--- src/rtl/multicycle_ctrl_pkg.sv ---
// Shared encodings for the multicycle MIPS-style controller: FSM states,
// ALU/next-PC/register-select codes, instruction classes and opcode/funct values.
package multicycle_ctrl_pkg;

  localparam int unsigned OP_W    = 6;
  localparam int unsigned STATE_W = 3;
  localparam int unsigned SEL_W   = 2;

  typedef enum logic [STATE_W-1:0] {
    S_IF   = 3'd0,
    S_ID   = 3'd1,
    S_EXE  = 3'd2,
    S_MEM  = 3'd3,
    S_WB   = 3'd4,
    S_TRAP = 3'd5
  } state_e;

  typedef enum logic [2:0] {
    ALU_NOP  = 3'b000,
    ALU_ADD  = 3'b001,
    ALU_SUB  = 3'b010,
    ALU_AND  = 3'b011,
    ALU_OR   = 3'b100,
    ALU_SLT  = 3'b101,
    ALU_SLTU = 3'b110,
    ALU_SLL  = 3'b111
  } aluop_e;

  typedef enum logic [3:0] {
    IC_NONE, IC_RTYPE, IC_ADDI, IC_ORI, IC_LW, IC_SW, IC_BEQ, IC_J, IC_JAL
  } iclass_e;

  localparam logic [SEL_W-1:0] NPC_PC4    = 2'b00;
  localparam logic [SEL_W-1:0] NPC_BRANCH = 2'b01;
  localparam logic [SEL_W-1:0] NPC_JUMP   = 2'b10;

  localparam logic [SEL_W-1:0] GPR_RD = 2'b00;
  localparam logic [SEL_W-1:0] GPR_RT = 2'b01;
  localparam logic [SEL_W-1:0] GPR_RA = 2'b10;

  localparam logic [SEL_W-1:0] WD_ALU = 2'b00;
  localparam logic [SEL_W-1:0] WD_MEM = 2'b01;
  localparam logic [SEL_W-1:0] WD_PC  = 2'b10;

  localparam logic [OP_W-1:0] OP_RTYPE = 6'b000000;
  localparam logic [OP_W-1:0] OP_J     = 6'b000010;
  localparam logic [OP_W-1:0] OP_JAL   = 6'b000011;
  localparam logic [OP_W-1:0] OP_BEQ   = 6'b000100;
  localparam logic [OP_W-1:0] OP_ADDI  = 6'b001000;
  localparam logic [OP_W-1:0] OP_ORI   = 6'b001101;
  localparam logic [OP_W-1:0] OP_LW    = 6'b100011;
  localparam logic [OP_W-1:0] OP_SW    = 6'b101011;

  localparam logic [OP_W-1:0] FN_SLL  = 6'b000000;
  localparam logic [OP_W-1:0] FN_ADD  = 6'b100000;
  localparam logic [OP_W-1:0] FN_ADDU = 6'b100001;
  localparam logic [OP_W-1:0] FN_SUB  = 6'b100010;
  localparam logic [OP_W-1:0] FN_SUBU = 6'b100011;
  localparam logic [OP_W-1:0] FN_AND  = 6'b100100;
  localparam logic [OP_W-1:0] FN_OR   = 6'b100101;
  localparam logic [OP_W-1:0] FN_SLT  = 6'b101010;
  localparam logic [OP_W-1:0] FN_SLTU = 6'b101011;

endpackage

--- src/rtl/mc_decode.sv ---
// Combinational instruction decode: Op/Funct to instruction class and ALU operation.
module mc_decode
  import multicycle_ctrl_pkg::*;
(
  input  logic [OP_W-1:0] op,
  input  logic [OP_W-1:0] funct,
  output iclass_e         iclass,
  output aluop_e          aluop
);

  always_comb begin
    iclass = IC_NONE;
    aluop  = ALU_NOP;
    case (op)
      OP_RTYPE: begin
        iclass = IC_RTYPE;
        case (funct)
          FN_ADD, FN_ADDU: aluop = ALU_ADD;
          FN_SUB, FN_SUBU: aluop = ALU_SUB;
          FN_AND:          aluop = ALU_AND;
          FN_OR:           aluop = ALU_OR;
          FN_SLT:          aluop = ALU_SLT;
          FN_SLTU:         aluop = ALU_SLTU;
          FN_SLL:          aluop = ALU_SLL;
          default:         iclass = IC_NONE;
        endcase
      end
      OP_ADDI: begin iclass = IC_ADDI; aluop = ALU_ADD; end
      OP_ORI:  begin iclass = IC_ORI;  aluop = ALU_OR;  end
      OP_LW:   begin iclass = IC_LW;   aluop = ALU_ADD; end
      OP_SW:   begin iclass = IC_SW;   aluop = ALU_ADD; end
      OP_BEQ:  begin iclass = IC_BEQ;  aluop = ALU_SUB; end
      OP_J:    iclass = IC_J;
      OP_JAL:  iclass = IC_JAL;
      default: iclass = IC_NONE;
    endcase
  end

endmodule

--- src/rtl/multicycle_ctrl.sv ---
// Multicycle datapath controller: IF/ID/EXE/MEM/WB FSM with Moore/Mealy control strobes.
// Optional MULTICYCLE_CTRL_TRAP_EN sends undecoded instructions to a sticky TRAP state.
module multicycle_ctrl
  import multicycle_ctrl_pkg::*;
#(
  parameter int unsigned ALUOP_W = 3
)
(
  input  logic               clk,
  input  logic               rst,
  input  logic [OP_W-1:0]    Op,
  input  logic [OP_W-1:0]    Funct,
  input  logic               Zero,
  input  logic               mem_ready,
  output logic               PCWrite,
  output logic               IRWrite,
  output logic               RegWrite,
  output logic               MemWrite,
  output logic               MemRead,
  output logic               EXTOp,
  output logic               ALUSrc,
  output logic [ALUOP_W-1:0] ALUOp,
  output logic [SEL_W-1:0]   NPCOp,
  output logic [SEL_W-1:0]   GPRSel,
  output logic [SEL_W-1:0]   WDSel,
  output logic [STATE_W-1:0] state,
  output logic               illegal
);

  state_e  state_q, state_d;
  iclass_e iclass;
  aluop_e  dec_aluop;

  mc_decode u_decode (
    .op     (Op),
    .funct  (Funct),
    .iclass (iclass),
    .aluop  (dec_aluop)
  );

  always_ff @(posedge clk or posedge rst) begin
    if (rst) state_q <= S_IF;
    else     state_q <= state_d;
  end

  // Strobes are held low while reset is asserted so an abandoned access never completes.
  always_comb begin
    state_d  = state_q;
    PCWrite  = 1'b0;
    IRWrite  = 1'b0;
    RegWrite = 1'b0;
    MemWrite = 1'b0;
    MemRead  = 1'b0;
    EXTOp    = 1'b0;
    ALUSrc   = 1'b0;
    ALUOp    = '0;
    NPCOp    = NPC_PC4;
    GPRSel   = GPR_RD;
    WDSel    = WD_ALU;
    illegal  = 1'b0;
    if (!rst) begin
      case (state_q)
        S_IF: begin
          MemRead = 1'b1;
          if (mem_ready) begin
            IRWrite = 1'b1;
            PCWrite = 1'b1;
            NPCOp   = NPC_PC4;
            state_d = S_ID;
          end
        end
        S_ID: begin
          case (iclass)
            IC_J: begin
              PCWrite = 1'b1;
              NPCOp   = NPC_JUMP;
              state_d = S_IF;
            end
            IC_JAL: begin
              PCWrite = 1'b1;
              NPCOp   = NPC_JUMP;
              state_d = S_WB;
            end
            IC_NONE: begin
`ifdef MULTICYCLE_CTRL_TRAP_EN
              state_d = S_TRAP;
`else
              state_d = S_IF;
`endif
            end
            default: state_d = S_EXE;
          endcase
        end
        S_EXE: begin
          ALUOp  = ALUOP_W'(dec_aluop);
          ALUSrc = (iclass inside {IC_ADDI, IC_ORI, IC_LW, IC_SW});
          EXTOp  = (iclass inside {IC_ADDI, IC_LW, IC_SW});
          if (iclass == IC_BEQ) begin
            PCWrite = Zero;
            NPCOp   = NPC_BRANCH;
            state_d = S_IF;
          end else if (iclass inside {IC_LW, IC_SW}) begin
            state_d = S_MEM;
          end else begin
            state_d = S_WB;
          end
        end
        S_MEM: begin
          if (iclass == IC_LW) MemRead  = 1'b1;
          else                 MemWrite = 1'b1;
          if (mem_ready) state_d = (iclass == IC_LW) ? S_WB : S_IF;
        end
        S_WB: begin
          RegWrite = 1'b1;
          case (iclass)
            IC_RTYPE: begin GPRSel = GPR_RD; WDSel = WD_ALU; end
            IC_LW:    begin GPRSel = GPR_RT; WDSel = WD_MEM; end
            IC_JAL:   begin GPRSel = GPR_RA; WDSel = WD_PC;  end
            default:  begin GPRSel = GPR_RT; WDSel = WD_ALU; end
          endcase
          state_d = S_IF;
        end
        S_TRAP: begin
`ifdef MULTICYCLE_CTRL_TRAP_EN
          illegal = 1'b1;
`endif
          state_d = S_TRAP;
        end
        default: state_d = S_IF;
      endcase
    end
  end

  assign state = state_q;

endmodule

--- config.mk ---
export PLATFORM = sky130hd
export DESIGN_NAME = multicycle_ctrl
export DESIGN_NICKNAME = d
export VERILOG_FILES = /design/src/rtl/multicycle_ctrl_pkg.sv /design/src/rtl/mc_decode.sv /design/src/rtl/multicycle_ctrl.sv
export SDC_FILE = /design/constraint.sdc
export NUM_CORES = 1
export LEC_CHECK = 0
export ABC_AREA = 0
export CAP_MARGIN = 25
export CORE_ASPECT_RATIO = 1.4
export CORE_MARGIN = 3
export CORE_UTILIZATION = 37
export DETAILED_ROUTE_END_ITERATION = 8
export PLACE_DENSITY = 0.78
export SETUP_SLACK_MARGIN = 0.2
export SLEW_MARGIN = 5
export SYNTH_ARGS = -nofsm -noshare
export SYNTH_HDL_FRONTEND = slang
export SYNTH_SLANG_ARGS = --single-unit
--- constraint.sdc ---
create_clock -name clk -period 1.33 [get_ports clk]
set_input_delay 0.1995 -clock clk [delete_from_list [all_inputs] [get_ports clk]]
set_output_delay 0.1995 -clock clk [all_outputs]
set_load 0.02 [all_outputs]
# == Word-level counts from Yosys, hierarchy flattened ==
# Index checks and enable logic that the tools add are counted.
# word_totals
inputBits,16
ff_bits,3
word_cells,88
out_inout_bits,20
# classes
eq_ne,30
mux,42
bitwise,1
n_reduce_logical,14
# op_table
cell,count
$eq A6 B6 Y1 const B,10
$pmux W4 S8,1
$mux W3,7
$pmux W3 S7,1
$mux W1,19
$eq A4 B3 Y1 const B,4
$pmux W3 S5,1
$eq A6 B2 Y1 const B,2
$eq A6 B4 Y1 const B,2
$logic_not A6 Y1,2
$mux W2,6
$pmux W2 S2,3
$pmux W3 S4,1
$reduce_or A9 Y1,1
$eq A4 B2 Y1 const B,2
$reduce_or A2 Y1,4
$eq A3 B2 Y1 const B,2
$eq A3 B3 Y1 const B,2
$eq A6 B3 Y1 const B,1
$pmux W3 S2,1
$eq A4 B1 Y1 const B,1
$eq A4 B4 Y1 const B,1
$logic_not A4 Y1,1
$ne A2 B2 Y1 const B,2
10 further kinds,10

# == Depth between registers and ports, before layout ==
# Gate-level depths: netlist (run 1).
# logic_depth
ltp_word,9
depth_mapped,6
depth_no_buf,5

# == Cells and area by module ==
# A second synthesis (run 1) with hierarchy kept.
# hier_totals
cells_unflattened,124
area_unflattened_um2,833.3
# by_module_without_submodules
mod,cells_per_inst,seq_area_each_um2,instances,area_per_inst_um2
multicycle_ctrl,73,75.1,1,525.5
mc_decode,51,0.0,1,307.8

# == Least setup slack after synthesis (run 1) ==
# Ideal clock, no wire load.
# synth_path
path_kind,register to output
start,register state_q[0] (netlist: state[0])
end,output port ALUOp[0]
t_required_ns,1.131
stages_incl_launch_ff,6
arrival_ns,1.585
path_buffers,1
path_slack_ns,-0.455
path_cell_list,dfrtp_1 buf_4 nor2_1 nand3_1 a211oi_1 a21boi_1
# synth_between
elab_chain_cells,3
# synth_lines
element,line,source
from (decl),multicycle_ctrl.sv:30,"state_e state_q, state_d;"
from (signal assigned),multicycle_ctrl.sv:43,else state_q <= state_d;
$eq A3 B2 Y1,multicycle_ctrl.sv:62,case (state_q)
$mux W3,multicycle_ctrl.sv:62,
$mux W3,multicycle_ctrl.sv:61,if (!rst) begin
to (decl),multicycle_ctrl.sv:22,"output logic [ALUOP_W-1:0] ALUOp,"
# No other way between the ends.

# == Worst setup path after layout (run 1) ==
# Ends and elaborated chain as after synthesis.

==> impl_metrics.toml, run 1 <==
[floorplanning]
die_y_um = 61.22
design.core.area_mm2 = 0.002021
floorplan.io_pins = 36
std_cell_rows = 19
die_w_um = 45.44
initial_utilization_pct = 39.88
die-area_mm2 = 0.002782

[clock_network]
cts.sinks = 3
clock_tree.htree_level_count = 1
postCtsHoldBufs = 0
cts_made_buffers = 3
clkSlewWorstSetupHoldPaths_ns = 0.06
clock_latency_late_sink_ns = 0.25
clk_path_buf_depth = 2
root_buffer = "clkbuf_4"
cts_tree = "yes"

[yosys]
netlist_area_um2 = 805.8
syn-instance-count = 120
synth_nets = 136
synth_ff_type = "dfrtp_1"
synth_area_per_cell_um2 = 6.715
synth-edff-count = 0
synth_async_sr_flop_share_pct = 100.0
synth_seq_area_share_pct = 9.317
ys_seq_elements = 3
post_synth_num_cell_types = 43
yosysWarnings = 0

[setup_path]
crit_arrival_ns = 1.61
crit_type = "flop to output port"
critical_path.max_fanout = 6
r2r_slack_ns = -0.27
cp_data_required_time_ns = 1.13
critPathLaunchType = "flop"
critPathCaptureType = "output port"

[timing]
max_freq_mhz = 553.1
final.min_clock_period_ns = 1.808
fin_crit_sh_pct = 135.9
number_of_pins_exceeding_their_max_slew_limit_in_the_final_report = 0
hold_viol_final = 0
rsz0062_at_grt = "true"
report.final.setup_viol = 20
fin_hold_ws_ns = 0.3606
post-route-worst-setup-slack_ns = -0.4780
fin_skew_ns = 0.01013

[final_layout]
n_antenna_cell = 0
layout_common_cells = "53 x buf_4, 27 x buf_6, 9 x nor3_2"
layout.cells.most_common = "buf_4"
largest_register_ffs = 3
drive_gt1_share_pct = 75.71
syn_to_final_growth_pct = 140.4
fin_cells = 231
non_filler_cell_area_final_mm2 = 0.001937
nNetsFinal = 227

[placement]
dpl.hpwl_mm = 2.602
io_buffers = 34
placedCellCount = 212
placed_area_mm2 = 0.001550
finalWeightedCongestion = 0.9221

[status]
violations = "setup timing"
status = "finished, violations left"

[global_routing]
overflow_left_after_global_routing = 0
grt_first_pass_wirelength_mm = 6.161
gr-usage-all-layers_pct = 29.46
number_of_global_route_vias_before_repair = 1392
grt_most_used_layer = "met2"
grt_start_max_net_pins = 8
gr_util_met1_pct = 29.90
met3_usage_pct = 0.8772
global_route.usage.met2_pct = 59.28
grt_antenna_before_repair = 0

[power]
p_per_area_mw_per_mm2 = 444.9
power.ir.vdd_worst_mv = 0.3640
leakage_nw = 0.8062

[detailed_routing]
routed_wl_mm = 5.882
route.detailed.wl_per_inst_um = 25.46
detailedRoute.firstIterationViolations = 90
drt-pass1-iter-count = 4
vias = 1532
viasPerCell = 6.632
antenna_left = 0
drt_drc_violations_left = 0

[job]
cap_viol_max_count = 0

[hold_path]
tightest_hold_check_type = "primary input to async pin"
-- critical path: stages, from the launching register on --
cell	delay (ns)
dfrtp_2	0.47
nor2_4	0.15
nand3_4	0.11
a211oi_4	0.21
a21boi_2	0.25
buf_4	0.17
-- path summary, 6_finish.rpt --
| path | startpoint | endpoint | cells after the start |
|---|---|---|---|
| min in group clk | Op[2] | state[2]$_DFFE_PP0P_ | 5 |
| worst min-delay path | rst | state[2]$_DFFE_PP0P_ | 4 |
| worst max register to register | state[1]$_DFFE_PP0P_ | state[2]$_DFFE_PP0P_ | 8 |
| worst max-delay path | state[0]$_DFFE_PP0P_ | ALUOp[0] | 5 |
| max in group asynchronous | rst | state[1]$_DFFE_PP0P_ | 4 |
| worst min register to register | state[0]$_DFFE_PP0P_ | state[2]$_DFFE_PP0P_ | 2 |
-- timing repair --
action                                  4_1_cts  5_1_grt
endpoints found under the setup margin       22       22
resized for setup                           168       54
pin swaps                                    16       20
buffers inserted                             11        4
-- where the power goes --
| group | switching, mW | internal (mW) | leakage [nW] |
|---|---|---|---|
| clock network | 0.0743 | 0.114 | 0.0150 |
| registers | 0.0148 | 0.0980 | 0.0359 |
| logic | 0.296 | 0.264 | 0.755 |
| total | 0.386 | 0.476 | 0.806 |
-- cells by family after synthesis --
group | Yosys count | synth area share [%]
adders and majority gates | 1 | 1.242
AOI/OAI and AO/OA | 33 | 26.55
and+or+nand+nor | 65 | 48.76
other | 1 | 0.4654
DFF | 3 | 9.317
xor gates and xnor gates | 2 | 2.174
buffers and inverters | 15 | 11.49
-- through the flow --
| stage | setup slack (ns) | total power [mW] | setup TNS (ns) | util (%) |
|---|---|---|---|---|
| finish | -0.4780 | 0.8618 | -5.575 | 95.85 |
| global placement | -1.063 | 0.4979 | -16.11 | 76.72 |
| CTS | -0.3299 | 0.7123 | -3.200 | 84.58 |
| detailed placement | -1.138 | 0.5065 | -16.50 | 76.72 |
| floorplan | -0.1678 | 0.3109 | -0.7726 | - |
| global route | -0.5386 | 0.8881 | -6.240 | 95.85 |
-- routing by layer --
layer / part of all wire (%) / wire length, um / vias up
li1: - / - / 618
met1: 31 / 1834 / 700
met2: 50 / 2935 / 152
met3: 9.2 / 542 / 62
met4: 9.7 / 569 / 0
met5: 0 / 0 / -
-- layout make-up --
| class | instances | area [um^2] |
|---|---|---|
| Multi-Input combinational cell | 102 | 950.9 |
| Timing Repair Buffer | 95 | 832.0 |
| Fill cell | 44 | 83.83 |
| Sequential cell | 3 | 78.83 |
| Clock buffer | 4 | 26.28 |
| Tap cell | 21 | 26.28 |
| Inverter | 6 | 22.52 |
-- cell usage after synthesis (all sizes together) (2+ instances only) --
| library cell | instances | area share [%] |
|---|---|---|
| a211oi | 3 | 2.8 |
| a31oi | 4 | 3.1 |
| and3 | 4 | 3.9 |
| nor3 | 12 | 8.1 |
| clkbuf | 2 | 2.2 |
| dfrtp | 3 | 9.3 |
| nand2b | 4 | 3.1 |
| buf | 7 | 6.5 |
| a21oi | 11 | 6.8 |
| and4b | 3 | 3.7 |
| nand2 | 7 | 4.5 |
| nor4 | 2 | 1.6 |
| nor2b | 4 | 3.1 |
| nor4b | 3 | 4.0 |
| o21ai | 8 | 5.0 |
| nor2 | 16 | 9.3 |
| nand3 | 6 | 3.7 |
| o22ai | 2 | 1.6 |
| inv | 5 | 2.3 |
Note: power is estimated with default switching activity, not from simulation.
==> run 2, diff against run 1 <==
Settings changed: ABC_AREA 0 to default, MAX_ROUTING_LAYER from default to met4.
==> impl_metrics.toml, run 2 (synthesis gave the netlist of run 1 again) <==
[status]
status = "finished, violations left"
violations = "setup timing"

[setup_path]
critical_path_cell_by_cell = "nor2_4 -> nand3_4 -> a211oi_2 -> and4b_2 -> buf_6"
critPathCaptureType = "output port"
timing.critical_path.slowest_stage_cell = "dfrtp_2"
crit_arrival_ns = 1.55
critical_path_buf_inv_count = 1
path_delay_family = "simple AND/OR/NAND/NOR gates"
cp_data_required_time_ns = 1.13
slowest_delay_ns = 0.45
critical_path.max_fanout = 5
crit_type = "flop to output port"
critPathLaunchType = "flop"

[power]
power_total_mw = 0.8204
p_per_area_mw_per_mm2 = 443.3
leakage_nw = 0.7991
power.ir.vdd_worst_mv = 0.4521

[final_layout]
layout.cells.most_common = "buf_4"
syn_to_final_growth_pct = 129.7
layout.filler_cells = 83
fin_cells = 231
nNetsFinal = 227
layout_common_cells = "58 x buf_4, 24 x buf_6, 8 x nor2_4"
drive_gt1_share_pct = 71.43
n_antenna_cell = 0
largest_register_ffs = 3

[floorplanning]
design.core.area_mm2 = 0.002021
die-area_mm2 = 0.002782
std_cell_rows = 19
die_w_um = 45.44
floorplan.io_pins = 36
initial_utilization_pct = 39.88
die_y_um = 61.22

[job]
cap_viol_max_count = 0

[timing]
hold_viol_final = 0
rsz0062_at_grt = "true"
number_of_pins_exceeding_their_max_slew_limit_in_the_final_report = 0
post-route-worst-setup-slack_ns = -0.4174
max_freq_mhz = 572.3
final.min_clock_period_ns = 1.747
fin_crit_sh_pct = 131.4
report.final.setup_viol = 20
fin_skew_ns = 0.01364
fin_hold_ws_ns = 0.1860

[clock_network]
cts_made_buffers = 3
clock_tree.htree_level_count = 1
postCtsHoldBufs = 0
clkSlewWorstSetupHoldPaths_ns = 0.05
clk_path_buf_depth = 2
cts_tree = "yes"
cts.sinks = 3
clock_latency_late_sink_ns = 0.26
root_buffer = "clkbuf_4"

[global_routing]
grt_antenna_before_repair = 0
met3_usage_pct = 2.339
grt_first_pass_wirelength_mm = 5.685
overflow_left_after_global_routing = 0
grt_start_max_net_pins = 10
number_of_global_route_vias_before_repair = 1337
global_route.usage.met2_pct = 55.69
grt_most_used_layer = "met2"
gr_util_met1_pct = 24.08
gr-usage-all-layers_pct = 28.16

[detailed_routing]
route.detailed.wl_per_inst_um = 21.19
vias = 1444
viasPerCell = 6.251
drt_drc_violations_left = 0
detailedRoute.firstIterationViolations = 58
drt-pass1-iter-count = 4
antenna_left = 0
routed_wl_mm = 4.896

[placement]
dpl.hpwl_mm = 2.573
placedCellCount = 208
io_buffers = 34
finalWeightedCongestion = 0.8865

[hold_path]
tightest_hold_check_type = "primary input to async pin"
run 2: cell types whose count changed in the layout (fill, tap and decap cells not counted), moves of 2 or more:
cell	delta
inv_2	-2
buf_6	-3
inv_1	+2
nor3_2	-4
buf_4	+5
o21ai_0	-3
o21ai_1	+3
nor3_1	+5
run 2: worst paths after layout:
kind / slack (ns) / cells past startpoint / to / start
worst min-delay path: 0.19 / 3 / state[1]$_DFFE_PP0P_ / rst
worst max-delay path: -0.42 / 5 / ALUOp[1] / state[0]$_DFFE_PP0P_
worst min register to register: 0.72 / 2 / state[2]$_DFFE_PP0P_ / state[2]$_DFFE_PP0P_
min in group clk: 0.59 / 7 / state[2]$_DFFE_PP0P_ / Op[2]
worst max register to register: -0.13 / 6 / state[0]$_DFFE_PP0P_ / state[1]$_DFFE_PP0P_
max in group asynchronous: 0.99 / 3 / state[0]$_DFFE_PP0P_ / rst
run 2: layout make-up:
cell class              instances  area (um^2)  share of cell area (%)
clock buffers                   4        26.28                   1.420
inverters                       6        23.77                   1.285
multi-input cells             102        894.6                   48.34
flip-flops and latches          3        78.83                   4.260
well taps                      21        26.28                   1.420
repair buffers                 95        800.8                   43.27
run 2: repair_timing:
item / CTS / global route
setup endpoints to repair: 22 / 22
resized for setup: 168 / 41
setup buffers: 10 / 9
pin swaps: 17 / 16
gates cloned: 0 / 0
run 2: report_power, final:
| group | internal (mW) | total, mW | switching (mW) |
|---|---|---|---|
| Combinational | 0.258 | 0.520 | 0.263 |
| Clock | 0.114 | 0.189 | 0.0745 |
| Sequential | 0.0982 | 0.111 | 0.0132 |
run 2: tightest hold or removal path, delay by kind of cell:
kind	cells	cell delay, ns
buf+inv	3	0.59
run 2: routing by layer:
| layer | part of all wire [%] | vias up |
|---|---|---|
| met2 | 55 | 94 |
| met4 | 5.8 | 0 |
| met1 | 33 | 698 |
| met5 | 0 | - |
| met3 | 5.9 | 32 |
| li1 | - | 620 |
run 2: per-stage QoR:
| stage | setup slack (ns) | setup TNS [ns] | utilization [%] | cell area [um^2] |
|---|---|---|---|---|
| after global routing | -0.4472 | -5.422 | 91.58 | 1851 |
| after global placement | -1.085 | -16.36 | 75.23 | 1520 |
| final | -0.4174 | -4.723 | 91.58 | 1851 |
| after detailed placement | -1.128 | -16.58 | 75.23 | 1520 |
| after CTS | -0.3559 | -3.888 | 81.49 | 1647 |
| after floorplan | -0.1678 | -0.7726 | - | 943.4 |
==> run 3, diff against run 2 <==
Settings changed: CORE_MARGIN 3 to default.
==> impl_metrics.toml, run 3 (synthesis gave the netlist of run 1 again) <==
[floorplanning]
initial_utilization_pct = 40.35
die_y_um = 57.22
die-area_mm2 = 0.002371
die_w_um = 41.44
std_cell_rows = 19
design.core.area_mm2 = 0.001997
floorplan.io_pins = 36

[power]
p_per_area_mw_per_mm2 = 426.5
power_total_mw = 0.7209
power.ir.vdd_worst_mv = 0.3357
leakage_nw = 0.7006

[setup_path]
crit_arrival_ns = 1.47
crit_type = "flop to output port"
worst-r2r-cell-count = 7
critical_path.max_fanout = 5
worst_setup_path_endpoint = "ALUOp[1]"
reg2reg_to = "state[1]$_DFFE_PP0P_"
worstReg2RegStart = "state[1]$_DFFE_PP0P_"
critPathLaunchType = "flop"
critPathCaptureType = "output port"
r2r_slack_ns = -0.03
crit_path_start = "state[0]$_DFFE_PP0P_"
cp_data_required_time_ns = 1.13

[final_layout]
fin_cells = 215
layout_common_cells = "41 x buf_4, 21 x buf_6, 10 x a21oi_1"
largest_register_ffs = 3
syn_to_final_growth_pct = 109.8
n_antenna_cell = 0
layout.cells.most_common = "buf_4"
drive_gt1_share_pct = 67.01
nNetsFinal = 211

[timing]
fin_crit_sh_pct = 125.5
post-route-worst-setup-slack_ns = -0.3387
number_of_pins_exceeding_their_max_slew_limit_in_the_final_report = 0
final.min_clock_period_ns = 1.669
totalNegativeSetupSlack_ns = -3.610
report.final.setup_viol = 17
fin_skew_ns = 0.004313
rsz0062_at_grt = "true"
hold_viol_final = 0
max_freq_mhz = 599.3

[hold_path]
tightest_hold_check_type = "primary input to async pin"

[detailed_routing]
drt-pass1-iter-count = 4
routed_wl_mm = 3.462
vias = 1222
viasPerCell = 5.684
detailedRoute.firstIterationViolations = 25
route.detailed.wl_per_inst_um = 16.10
antenna_left = 0
drt_drc_violations_left = 0

[clock_network]
cts.sinks = 3
clk_path_buf_depth = 2
cts_tree = "yes"
postCtsHoldBufs = 0
cts_made_buffers = 3
clock_latency_late_sink_ns = 0.25
clock_tree.htree_level_count = 1
root_buffer = "clkbuf_4"
clkSlewWorstSetupHoldPaths_ns = 0.04

[placement]
placedCellCount = 203
io_buffers = 34
preCtsSetupSlack_ns = -1.138
finalWeightedCongestion = 0.8835
dpl.hpwl_mm = 2.413

[global_routing]
grt_first_pass_wirelength_mm = 5.168
grt_most_used_layer = "met2"
number_of_global_route_vias_before_repair = 1183
grt_start_max_net_pins = 9
met3_usage_pct = 1.266
grt_antenna_before_repair = 0
gr-usage-all-layers_pct = 28.03
global_route.usage.met2_pct = 53.79
gr_util_met1_pct = 28.79
overflow_left_after_global_routing = 0

[status]
violations = "setup timing"
status = "finished, violations left"

[job]
cap_viol_max_count = 0
[run 3: changes by cell type in the layout (fill, tap and decap cells not counted), sizes merged]
cell,delta
clkdlybuf4s15,+1
buf,-18
dlygate4sd2,+1
[run 3: worst max-delay path, cell delays in order, from the launching register on]
cell      delay [ns]
dfrtp_2         0.46
nor2_4          0.13
nand3_4         0.10
a211oi_2        0.16
and4b_2         0.25
buf_6           0.11
[run 3: how the worst min path moves through the flow]
stage,start,end,slack [ns],cells past startpoint
final,rst,state[0]$_DFFE_PP0P_,0.32,4
after global routing,rst,state[0]$_DFFE_PP0P_,0.35,4
after CTS,rst,state[0]$_DFFE_PP0P_,0.28,4
after detailed placement,state[0]$_DFFE_PP0P_,state[2]$_DFFE_PP0P_,0.67,2
after global placement,state[0]$_DFFE_PP0P_,state[2]$_DFFE_PP0P_,0.66,2
after floorplan,rst,state[0]$_DFFE_PP0P_,-0.004,1
[run 3: metrics by stage]
stage | instance area, um^2 | hold WS [ns] | util (%)
CTS | 1549 | 0.2797 | 77.57
global placement | 1483 | 0.6648 | 74.25
detailed placement | 1483 | 0.6743 | 74.25
finish | 1690 | 0.3240 | 84.65
floorplan | 943.4 | -0.003917 | -
global route | 1690 | 0.3533 | 84.65
[run 3: area by class of cell]
cell class,count,area (um^2)
multi-input combinational,102,877.1
fill,121,306.5
inverter,6,22.52
clock buffer,4,26.28
tap,21,26.28
timing repair buffer,79,659.4
sequential,3,78.83
[run 3: per-layer routing]
metal  vias up  wire (um)
met4         0        139
met2        53       1922
met1       561       1271
met5         -          0
li1        591          -
met3        17        129
[run 3: power breakdown]
group / leakage (nW) / switching (mW) / internal [mW]
registers: 0.0359 / 0.0134 / 0.0984
clock network: 0.0150 / 0.0601 / 0.113
logic: 0.650 / 0.225 / 0.211
total: 0.701 / 0.298 / 0.423
[run 3: what timing repair did]
action,4_1_cts,5_1_grt
gates resized for setup,143,50
setup endpoints to repair,22,21
hold endpoints to repair,0,0
pin swaps,12,16
buffers inserted,2,6
